==> src/rtl/id_ex_hazard_reg.sv <==
// id_ex_hazard_reg: ID/EX pipeline register with load-use stall, multi-bubble hold and flush.
module id_ex_hazard_reg #(
    parameter int XLEN       = 32,
    parameter int LU_BUBBLES = 1
) (
    input  logic            clk,
    input  logic            reset,
    input  logic            id_valid,
    input  logic [XLEN-1:0] id_pc,
    input  logic [4:0]      id_rs1,
    input  logic [4:0]      id_rs2,
    input  logic [4:0]      id_rd,
    input  logic            id_uses_rs1,
    input  logic            id_uses_rs2,
    input  logic [XLEN-1:0] id_rd1,
    input  logic [XLEN-1:0] id_rd2,
    input  logic [XLEN-1:0] id_imm,
    input  logic [8:0]      id_ctrl,
    input  logic            ex_flush,
    output logic            ID_EXValid,
    output logic [XLEN-1:0] ID_EXPC,
    output logic [4:0]      ID_EXRs1,
    output logic [4:0]      ID_EXRs2,
    output logic [4:0]      ID_EXRd,
    output logic [XLEN-1:0] ID_EXRd1,
    output logic [XLEN-1:0] ID_EXRd2,
    output logic [XLEN-1:0] ID_EXImm,
    output logic [8:0]      ID_EXCtrl,
    output logic            PCWrite,
    output logic            IF_IDWrite,
    output logic [15:0]     stall_count
);
    typedef enum logic {RUN, HOLD} state_t;
    localparam logic [1:0] HOLD_INIT = 2'(LU_BUBBLES - 1);
    state_t     state, state_nxt;
    logic [1:0] hold_cnt, hold_cnt_nxt;
    logic       hazard, stall, bubble;

    // ID_EXCtrl[7] is MemRead: only a load in EX can create a load-use hazard
    assign hazard = ID_EXValid & ID_EXCtrl[7] & (ID_EXRd != 5'd0) & id_valid &
                    ((id_uses_rs1 & (id_rs1 == ID_EXRd)) | (id_uses_rs2 & (id_rs2 == ID_EXRd)));
    assign stall      = ~ex_flush & (((state == RUN) & hazard) | (state == HOLD));
    assign bubble     = ex_flush | stall;
    assign PCWrite    = ~stall;
    assign IF_IDWrite = ~stall;

    always_comb begin
        state_nxt    = state;
        hold_cnt_nxt = hold_cnt;
        if (ex_flush) begin
            state_nxt    = RUN;
            hold_cnt_nxt = 2'd0;
        end else if (state == HOLD) begin
            hold_cnt_nxt = hold_cnt - 2'd1;
            state_nxt    = (hold_cnt == 2'd1) ? RUN : HOLD;
        end else if (hazard && LU_BUBBLES > 1) begin
            state_nxt    = HOLD;
            hold_cnt_nxt = HOLD_INIT;
        end
    end

    always_ff @(posedge clk or posedge reset) begin
        if (reset) begin
            state    <= RUN;
            hold_cnt <= 2'd0;
        end else begin
            state    <= state_nxt;
            hold_cnt <= hold_cnt_nxt;
        end
    end

    // a bubble zeroes indices too, so the forwarding unit never matches on it
    always_ff @(posedge clk or posedge reset) begin
        if (reset) begin
            ID_EXValid <= 1'b0;
            ID_EXPC    <= '0;
            ID_EXRs1   <= '0;
            ID_EXRs2   <= '0;
            ID_EXRd    <= '0;
            ID_EXRd1   <= '0;
            ID_EXRd2   <= '0;
            ID_EXImm   <= '0;
            ID_EXCtrl  <= '0;
        end else begin
            ID_EXValid <= id_valid & ~bubble;
            ID_EXPC    <= bubble ? '0 : id_pc;
            ID_EXRs1   <= bubble ? '0 : id_rs1;
            ID_EXRs2   <= bubble ? '0 : id_rs2;
            ID_EXRd    <= bubble ? '0 : id_rd;
            ID_EXRd1   <= bubble ? '0 : id_rd1;
            ID_EXRd2   <= bubble ? '0 : id_rd2;
            ID_EXImm   <= bubble ? '0 : id_imm;
            ID_EXCtrl  <= bubble ? '0 : id_ctrl;
        end
    end

    always_ff @(posedge clk or posedge reset) begin
        if (reset)
            stall_count <= 16'd0;
        else if (stall && stall_count != 16'hFFFF)
            stall_count <= stall_count + 16'd1;
    end
endmodule
==> config.mk <==
export PLATFORM = sky130hd
export DESIGN_NAME = id_ex_hazard_reg
export DESIGN_NICKNAME = d
export VERILOG_FILES = /design/src/rtl/id_ex_hazard_reg.sv
export SDC_FILE = /design/constraint.sdc
export NUM_CORES = 1
export LEC_CHECK = 0
export CAP_MARGIN = 20
export CORE_MARGIN = 10
export CORE_UTILIZATION = 35
export DETAILED_ROUTE_END_ITERATION = 10
export GPL_ROUTABILITY_DRIVEN = 1
export PLACE_DENSITY = 0.77
export SYNTH_ARGS = -nofsm -noshare
export SYNTH_HDL_FRONTEND = slang
export SYNTH_SLANG_ARGS = --single-unit
export TNS_END_PERCENT = 5
==> constraint.sdc <==
create_clock -name clk -period 5.6 [get_ports clk]
set_input_delay 0.84 -clock clk [delete_from_list [all_inputs] [get_ports clk]]
set_output_delay 0.84 -clock clk [all_outputs]
set_load 0.05 [all_outputs]
==> metrics, run 1 <==
outcome finished, final reports clean; Fin Clk Skew 12.1 ps; # IOs 329; Initial Util 35.9%; CP arrival 3120 ps; die width 151 um; worst ir drop on vdd 0.183 mV; Max Clk Rate 253 MHz; clock buffer depth 2; DR vias 4662; Req. time, crit path 4760 ps; overflow left after global routing 0; share of layout cells above drive strength 1 5.55%; final hold vios 0; Min-Delay Path Class reg -> reg; Slew HR 49.6%; num rows 47; Slew @ Worst Pin 756 ps; # setup viols final 0; CTS hold repair buffers 0; Routed WL per cell 20.5 um; drt total wl 20.4 mm; Post-synth top flop dfrtp_1; sequential fraction of the synthesis area 72.0%; CTS Buf Count 17; Place WS 1650 ps; Async SR Flop Fraction 100%; LEAKAGE 4.78 nW; post-synth cell types 28; GRT Resource Usage Total 17.7%; PD cells 295 mW/mm^2; Worst-Skew Late Latency 430 ps; crit path kind in -> out; Final ANT Viol Nets 0; post-CTS setup buffer count 0; highest fanout seen on the critical path 2; Sink Count 172; Yosys reg bits 172; Avg Synthesized Cell Area 13.4 sq um; 1st-pass router iterations 4; detailed placement HPWL 15.3 mm; Net Count, Synth 606; Die Ht 151 um; initial antenna violation count 1; GPL Wtd Cong 0.824; vias in the first global route 5072; # port buffers 328; H-Tree Depth 4; largest net degree at the start of global routing 156; final slew viol count 0; Setup WS post-layout 1640 ps; Max-Cap Viols 0; commonest non-fill, non-tap cell in the layout clkdlybuf4s50_1; number of warnings issued by yosys 0; Post-Syn Instances 446; Worst setup EP type output pin; CTS root buf clkbuf_16; initial DRC count 198; most frequent cells in the layout 328 x clkdlybuf4s50_1, 172 x dfrtp_1, 153 x and3_1, 17 x clkbuf_16, 14 x xnor2_1; clock slew at reported path FFs 70 ps; DR vias/cell 4.68; Total Nets Final 923; fin crit period 3960 ps; CTS tree yes; synthesis-to-layout area growth 68.1%; RSZ-0062 raised after global routing no; drt drc 0; Core Area 0.0166 sq mm; CTS resizes 0; first-pass GRT wire length 30.5 mm; final core occ 60.4%; fin crit share 70.7%; mapped cell area 0.00598 sq mm; Post-synth EDFFs 0; Critical Path Source Type input port; Finished Layout Cells 996; setup_tns 0 ps; # fillers 1314; Total Power 2.96 mW; Cells after DPL 962; die area 0.0227 sq mm
-- power by group --
group | leakage (nW) | internal, mW | total [mW] | switching, mW
clock | 0.264 | 0.613 | 1.11 | 0.496
combinational | 2.29 | 0.225 | 0.535 | 0.310
sequential | 2.23 | 1.30 | 1.32 | 0.0204
-- through the flow --
stage | hold WS [ps] | instance area [sq um]
global placement | 499 | 9450
finish | 516 | 10000
CTS | 524 | 9990
global route | 552 | 10000
floorplan | 486 | 5980
detailed placement | 515 | 9450
-- worst paths after layout --
check                          startpoint               to  slack (ps)  cells after the start
max                             id_rs2[4]          PCWrite        1640                      7
min                        stall_count[7]   stall_count[7]         520                      1
max reg2reg                    ID_EXRd[4]  stall_count[14]        2960                      8
min reg2reg                stall_count[7]   stall_count[7]         520                      1
max in group asynchronous           reset     ID_EXImm[31]        3730                      3
min in group asynchronous           reset     ID_EXCtrl[2]         910                      2
-- cell usage after synthesis (all sizes together) (3+ instances only) --
cell / instances / area share [%]
xnor2: 14 / 2.1
mux2: 3 / 0.57
nand2: 8 / 0.50
xor2: 10 / 1.5
inv: 5 / 0.31
nor2: 7 / 0.44
dfrtp: 172 / 72
clkbuf: 33 / 2.1
and3: 153 / 16
nor3: 8 / 0.67
nand4: 7 / 0.73
nand3: 6 / 0.50
nor4: 3 / 0.31
-- routing by layer --
layer | wire, um | share of wire [%] | vias to the layer above | global-route usage [%]
li1 | - | - | 2165 | -
met1 | 7480 | 37 | 2239 | 19.3
met2 | 10200 | 50 | 234 | 29.7
met3 | 2370 | 12 | 24 | 8.31
met4 | 335 | 1.6 | 0 | 6.06
met5 | 0 | 0 | - | 0
-- flip-flops by register name, summed over array words and instances, names as in the netlist --
register     flops
ID_EXValid       1
stall_count     16
ID_EXRs1         5
hold_cnt         2
ID_EXPC         32
ID_EXRd1        32
ID_EXRs2         5
ID_EXImm        32
ID_EXRd2        32
state            1
ID_EXCtrl        9
ID_EXRd          5
-- cells by family (layout without fill, tap and decap cells) --
family                   Yosys count  count (layout)  synth area share, %
adder cells (fa/ha/maj)            2               2                0.419
AND/OR/NAND/NOR                  199             199                 20.0
AO/OA/AOI/OAI                      4               4                0.523
XOR/XNOR                          24              24                 3.52
buffers and inverters             41             370                 2.76
other                              0               1                    0
multiplexers                       4               4                0.733
flip-flops                       172             172                 72.0
-- worst max-delay path, cell delays in order --
cell and delay [ps]:
clkdlybuf4s50_1 510, xnor2_1 130, nand4_1 100, o22ai_1 390
a21oi_4 100, or2_2 320, clkdlybuf4s50_1 720
-- area by class of cell --
cell class                      count  area (sq um)  share of cell area [%]
Antenna cell                        1          2.50                  0.0249
Inverter                            6          28.8                   0.286
Multi-Input combinational cell    233          1520                    15.1
Clock inverter                     13           116                    1.16
Sequential cell                   172          4300                    42.8
Timing Repair Buffer              333          3370                    33.6
Tap cell                          220           275                    2.74
Clock buffer                       18           429                    4.27
(Power assumes the default switching activity.)
==> run 2, diff against run 1 <==
==> constraint.sdc (replaced) <==
create_clock -name clk -period 3.6 [get_ports clk]
set_input_delay 0.54 -clock clk [delete_from_list [all_inputs] [get_ports clk]]
set_output_delay 0.54 -clock clk [all_outputs]
set_load 0.05 [all_outputs]
==> run 2 against run 1 <==
Die area is the same. Clock-buffer cell count grew 1. Critical path type unchanged. Global-route usage shrank 0.26 points. Flip-flop and latch count is the same. Design area grew 0.42%. Clock skew shrank 2.3 ps. Critical endpoint unchanged. Utilization grew 0.26 points. Non-clock buffer count is the same.
==> metrics, run 2 (same netlist as run 1, synthesis figures left out) <==
outcome finished, final reports clean (unchanged); Total Nets Final 923 (unchanged); Initial Util 35.9% (unchanged); CTS tree yes (unchanged); fin area 0.0101 sq mm (was 0.0100 sq mm); HP Start stall_count[9] (was stall_count[7]); Slew @ Worst Pin 969 ps (was 756 ps); Routed WL per cell 20.5 um (about the same); # port buffers 328 (unchanged); Total Power 4.72 mW (was 2.96 mW); CTS hold repair buffers 0 (unchanged); hold endpoint stall_count[9] (was stall_count[7]); overflow left after global routing 0 (unchanged); GPL Wtd Cong 0.859 (was 0.824); DR vias 4719 (was 4662); final hold vios 0 (unchanged); initial antenna violation count 1 (unchanged); Worst setup EP type output pin (unchanged); CTS resizes 0 (unchanged); Fin Clk Skew 9.78 ps (was 12.1 ps); synthesis-to-layout area growth 68.8% (was 68.1%); num rows 47 (unchanged); Hold Path Depth 1 (unchanged); LEAKAGE 4.80 nW (was 4.78 nW); post-CTS setup buffer count 0 (unchanged); # fillers 1281 (was 1314); drt drc 0 (unchanged); largest net degree at the start of global routing 173 (was 156); first-pass GRT wire length 30.1 mm (was 30.5 mm); Register Area 0.00430 sq mm (unchanged); DR vias/cell 4.73 (was 4.68); initial DRC count 260 (was 198); Min-Delay Path Class reg -> reg (unchanged); PD cells 467 mW/mm^2 (was 295 mW/mm^2); die area 0.0227 sq mm (unchanged); GRT Resource Usage Total 17.4% (was 17.7%); die width 151 um (unchanged); fin crit period 2950 ps; CTS Buf Count 17 (unchanged); RSZ-0062 raised after global routing no (unchanged); Req. time, crit path 3060 ps (was 4760 ps); # setup viols final 0 (unchanged); WHS 524 ps (was 516 ps); fin crit share 82.0%; Core Area 0.0166 sq mm (unchanged); CTS root buf clkbuf_16 (unchanged); clock slew at reported path FFs 70 ps (about the same); share of layout cells above drive strength 1 5.93% (was 5.55%); R2R Path Start stall_count[0] (was ID_EXRd[4]); # IOs 329 (unchanged); Final ANT Viol Nets 0 (unchanged); setup_tns 0 ps (unchanged); highest fanout seen on the critical path 12 (was 2); final core occ 60.6% (was 60.4%); most frequent cells in the layout 326 x clkdlybuf4s50_1, 172 x dfrtp_1, 153 x and3_1, 17 x clkbuf_16, 14 x xnor2_1 (was 328 x clkdlybuf4s50_1, 172 x dfrtp_1, 153 x and3_1, 17 x clkbuf_16, 14 x xnor2_1); clock buffer depth 2 (unchanged); detailed placement HPWL 15.3 mm (about the same); Max Clk Rate 339 MHz; commonest non-fill, non-tap cell in the layout clkdlybuf4s50_1 (unchanged); vias in the first global route 5182 (was 5072); 1st-pass router iterations 4 (unchanged); Area after DPL 0.00947 sq mm (was 0.00945 sq mm); area of the multi-input gates 0.00152 sq mm (unchanged); worst ir drop on vdd 0.302 mV (was 0.183 mV); reg2reg end stall_count[1] (was stall_count[14]); drt total wl 20.4 mm (about the same); Die Ht 151 um (unchanged); H-Tree Depth 4 (unchanged); r2r setup slk 1310 ps (was 2960 ps); final slew viol count 0 (unchanged); Sink Count 172 (unchanged); number of cells on the worst reg-to-reg path 5 (was 8); crit path kind in -> out (unchanged); Critical Path Source Type input port (unchanged); Max-Cap Viols 0 (unchanged); Worst-Skew Late Latency 420 ps (was 430 ps); CP arrival 2410 ps (was 3120 ps); Slew HR 35.4% (was 49.6%)
==> run 2: cell types whose count changed in the layout (fill, tap and decap cells not counted), moves of 2 or more <==
cell / previous run / this run
buf_12: 1 / 4
buf_16: 2 / 0
clkdlybuf4s50_1: 328 / 326
clkinv_2: 5 / 2
clkinv_4: 0 / 2
==> run 2: worst max-delay path by stage <==
stage | from | to | slack (ps)
floorplan | ID_EXRd[0] | PCWrite | 780
global placement | id_rs2[0] | IF_IDWrite | 690
detailed placement | id_rs2[1] | PCWrite | 640
CTS | id_rs2[1] | PCWrite | 630
global route | id_rs2[1] | PCWrite | 560
finish | id_rs2[1] | PCWrite | 650
==> run 2: area by class of cell <==
| class | count | share of cell area [%] |
|---|---|---|
| diodes | 1 | 0.0248 |
| clock buffers | 19 | 4.39 |
| clock inverters | 13 | 1.53 |
| inverters | 6 | 0.273 |
| multi-input cells | 233 | 15.1 |
| flip-flops and latches | 172 | 42.7 |
| well taps | 220 | 2.73 |
| repair buffers | 333 | 33.4 |
==> run 2: report_power, final <==
part,internal [mW],switching (mW)
Clock,1.06,0.774
Sequential,2.02,0.0314
Combinational,0.348,0.483
Total,3.43,1.29
==> run 2: routing by layer <==
layer | routed length [um] | up-vias | part of all wire [%] | global-route usage (%)
li1 | - | 2163 | - | -
met1 | 7340 | 2277 | 36 | 18.4
met2 | 10100 | 250 | 49 | 29.3
met3 | 2480 | 29 | 12 | 8.37
met4 | 491 | 0 | 2.4 | 7.07
met5 | 0 | - | 0 | 0
==> run 2: worst max-delay path, cell delays in order <==
cell	delay, ps
clkdlybuf4s50_1	490
xnor2_1	140
nand4_1	120
o22ai_1	370
a21oi_4	190
or2_2	380
buf_12	170
==> run 2: stage by stage <==
step                setup WS (ps)  std cells
detailed placement            636        963
global placement              688        963
floorplan                     779        446
CTS                           631        995
finish                        649        997
global route                  558        996
==> run 3, diff against run 2 <==
--- a/config.mk
+++ b/config.mk
@@ -7,10 +7,10 @@
 export LEC_CHECK = 0
 export CAP_MARGIN = 20
 export CORE_MARGIN = 10
-export CORE_UTILIZATION = 35
+export CORE_UTILIZATION = 39
 export DETAILED_ROUTE_END_ITERATION = 10
 export GPL_ROUTABILITY_DRIVEN = 1
-export PLACE_DENSITY = 0.77
+export PLACE_DENSITY = 0.81
 export SYNTH_ARGS = -nofsm -noshare
 export SYNTH_HDL_FRONTEND = slang
 export SYNTH_SLANG_ARGS = --single-unit
==> constraint.sdc (replaced) <==
create_clock -name clk -period 3 [get_ports clk]
set_input_delay 0.45 -clock clk [delete_from_list [all_inputs] [get_ports clk]]
set_output_delay 0.45 -clock clk [all_outputs]
set_load 0.05 [all_outputs]
==> run 3 against run 2 <==
Register-to-register slack worse by 600 ps. Setup slack worse by 370 ps. Design area down 0.62%. Worst hold slack worse by 180 ps. Clock skew about the same. Critical path depth unchanged. Flip-flop and latch count unchanged. Critical endpoint unchanged. Highest routed layer unchanged.
==> metrics, run 3 (same netlist as run 1, synthesis figures left out) <==
vias in the first global route 5144 (was 5182); Register Area 0.00430 sq mm (unchanged); GPL Wtd Cong 0.820 (was 0.859); Req. time, crit path 2550 ps (was 3060 ps); clock slew at reported path FFs 70 ps (about the same); initial antenna violation count 0 (was 1); area of the multi-input gates 0.00152 sq mm (unchanged); RSZ-0062 raised after global routing no (unchanged); CTS resizes 0 (unchanged); commonest non-fill, non-tap cell in the layout clkdlybuf4s50_1 (unchanged); share of layout cells above drive strength 1 6.06% (was 5.93%); DR vias/cell 4.90 (was 4.73); # IOs 329 (unchanged); final slew viol count 0 (unchanged); first-pass GRT wire length 29.1 mm (was 30.1 mm); CTS Buf Count 17 (unchanged); fin crit share 90.7%; CP arrival 2270 ps (was 2410 ps); die area 0.0207 sq mm (was 0.0227 sq mm); highest fanout seen on the critical path 5 (was 12); 1st-pass router iterations 5 (was 4); Initial Util 39.6% (was 35.9%); post-CTS setup buffer count 0 (unchanged); Die Ht 144 um (was 151 um); Worst-Skew Late Latency 430 ps (was 420 ps); setup_tns 0 ps (unchanged); Max-Cap Viols 0 (unchanged); # fillers 1080 (was 1281); # port buffers 328 (unchanged); synthesis-to-layout area growth 67.8% (was 68.8%); drt drc 0 (unchanged); Slew @ Worst Pin 915 ps (was 969 ps); Total Power 5.55 mW (was 4.72 mW); Worst setup EP type output pin (unchanged); largest net degree at the start of global routing 154 (was 173); CTS root buf clkbuf_16 (unchanged); Fin Clk Skew 9.44 ps (was 9.78 ps); Min-Delay Path Class in -> async (was reg -> reg); crit path kind in -> out (unchanged); GRT Resource Usage Total 18.7% (was 17.4%); Max Clk Rate 367 MHz; antenna cells 0 (was 1); LEAKAGE 4.79 nW (was 4.80 nW); clock buffer depth 2 (unchanged); drt total wl 19.9 mm (was 20.4 mm); DR vias 4723 (was 4719); PD cells 554 mW/mm^2 (was 467 mW/mm^2); Slew HR 39.0% (was 35.4%); die width 144 um (was 151 um); most frequent cells in the layout 326 x clkdlybuf4s50_1, 172 x dfrtp_1, 153 x and3_1, 17 x clkbuf_16, 14 x xnor2_1 (unchanged); worst ir drop on vdd 0.355 mV (was 0.302 mV); Sink Count 172 (unchanged); CTS hold repair buffers 0 (unchanged); detailed placement HPWL 14.9 mm (was 15.3 mm); Core Area 0.0151 sq mm (was 0.0166 sq mm); Final ANT Viol Nets 0 (unchanged); fin crit period 2720 ps; # setup viols final 0 (unchanged); Routed WL per cell 20.6 um (was 20.5 um); Critical Path Source Type input port (unchanged); overflow left after global routing 0 (unchanged); num rows 45 (was 47); initial DRC count 226 (was 260); outcome finished, final reports clean (unchanged); final hold vios 0 (unchanged); CTS tree yes (unchanged); H-Tree Depth 4 (unchanged); Total Nets Final 924 (was 923)
[run 3: changes by cell type in the layout (fill, tap and decap cells not counted), sizes merged]
| cell | delta |
|---|---|
| buf | +1 |
| bufinv | -1 |
| clkbuf | -1 |
| clkinv | +4 |
| clkinvlp | +1 |
| diode | -1 |
| inv | -4 |
[run 3: through the flow]
step | utilization [%] | hold WS, ps | area [sq um] | cells | worst slack [ps]
2_1_floorplan | - | 486 | 5980 | 446 | 269
4_1_cts | 66.5 | 344 | 10000 | 964 | 275
3_5_place_dp | 62.8 | 507 | 9470 | 933 | 232
5_1_grt | 66.5 | 362 | 10000 | 964 | 198
6_report | 66.5 | 347 | 10000 | 964 | 278
3_3_place_gp | 62.8 | 496 | 9470 | 933 | 302
[run 3: routing by layer]
| metal | vias to the layer above | track usage (%) | wire (um) |
|---|---|---|---|
| li1 | 2168 | - | - |
| met1 | 2299 | 18.3 | 6900 |
| met2 | 229 | 32.7 | 10100 |
| met3 | 27 | 10.1 | 2470 |
| met4 | 0 | 6.77 | 431 |
| met5 | - | 0 | 0 |
[run 3: layout make-up]
cell class	count	share of cell area, %
Sequential cell	172	42.9
Timing Repair Buffer	334	33.8
Tap cell	188	2.35
Clock buffer	18	4.38
Inverter	6	0.274
Multi-Input combinational cell	233	15.1
Clock inverter	13	1.17
[run 3: critical path, stage by stage]
cell and delay [ps]:
clkdlybuf4s50_1 520, xnor2_1 140, nand4_1 100, o22ai_1 390
a21oi_4 130, or2_2 370, buf_12 170
[run 3: final timing paths]
kind                           startpoint              end  slack (ps)  cells past startpoint
setup / recovery                id_rs2[1]          PCWrite         280                      7
hold / removal                      reset      ID_EXRd2[6]         350                      2
setup reg to reg               ID_EXRd[2]  stall_count[15]         710                      6
hold reg to reg            stall_count[7]   stall_count[7]         520                      1
max in group asynchronous           reset     ID_EXCtrl[7]        1950                      3
min in group clk           stall_count[7]   stall_count[7]         520                      1
[run 3: power breakdown]
| part | switching, mW | internal (mW) |
|---|---|---|
| logic | 0.579 | 0.421 |
| registers | 0.0359 | 2.42 |
| clock network | 0.927 | 1.16 |
| total | 1.54 | 4.01 |
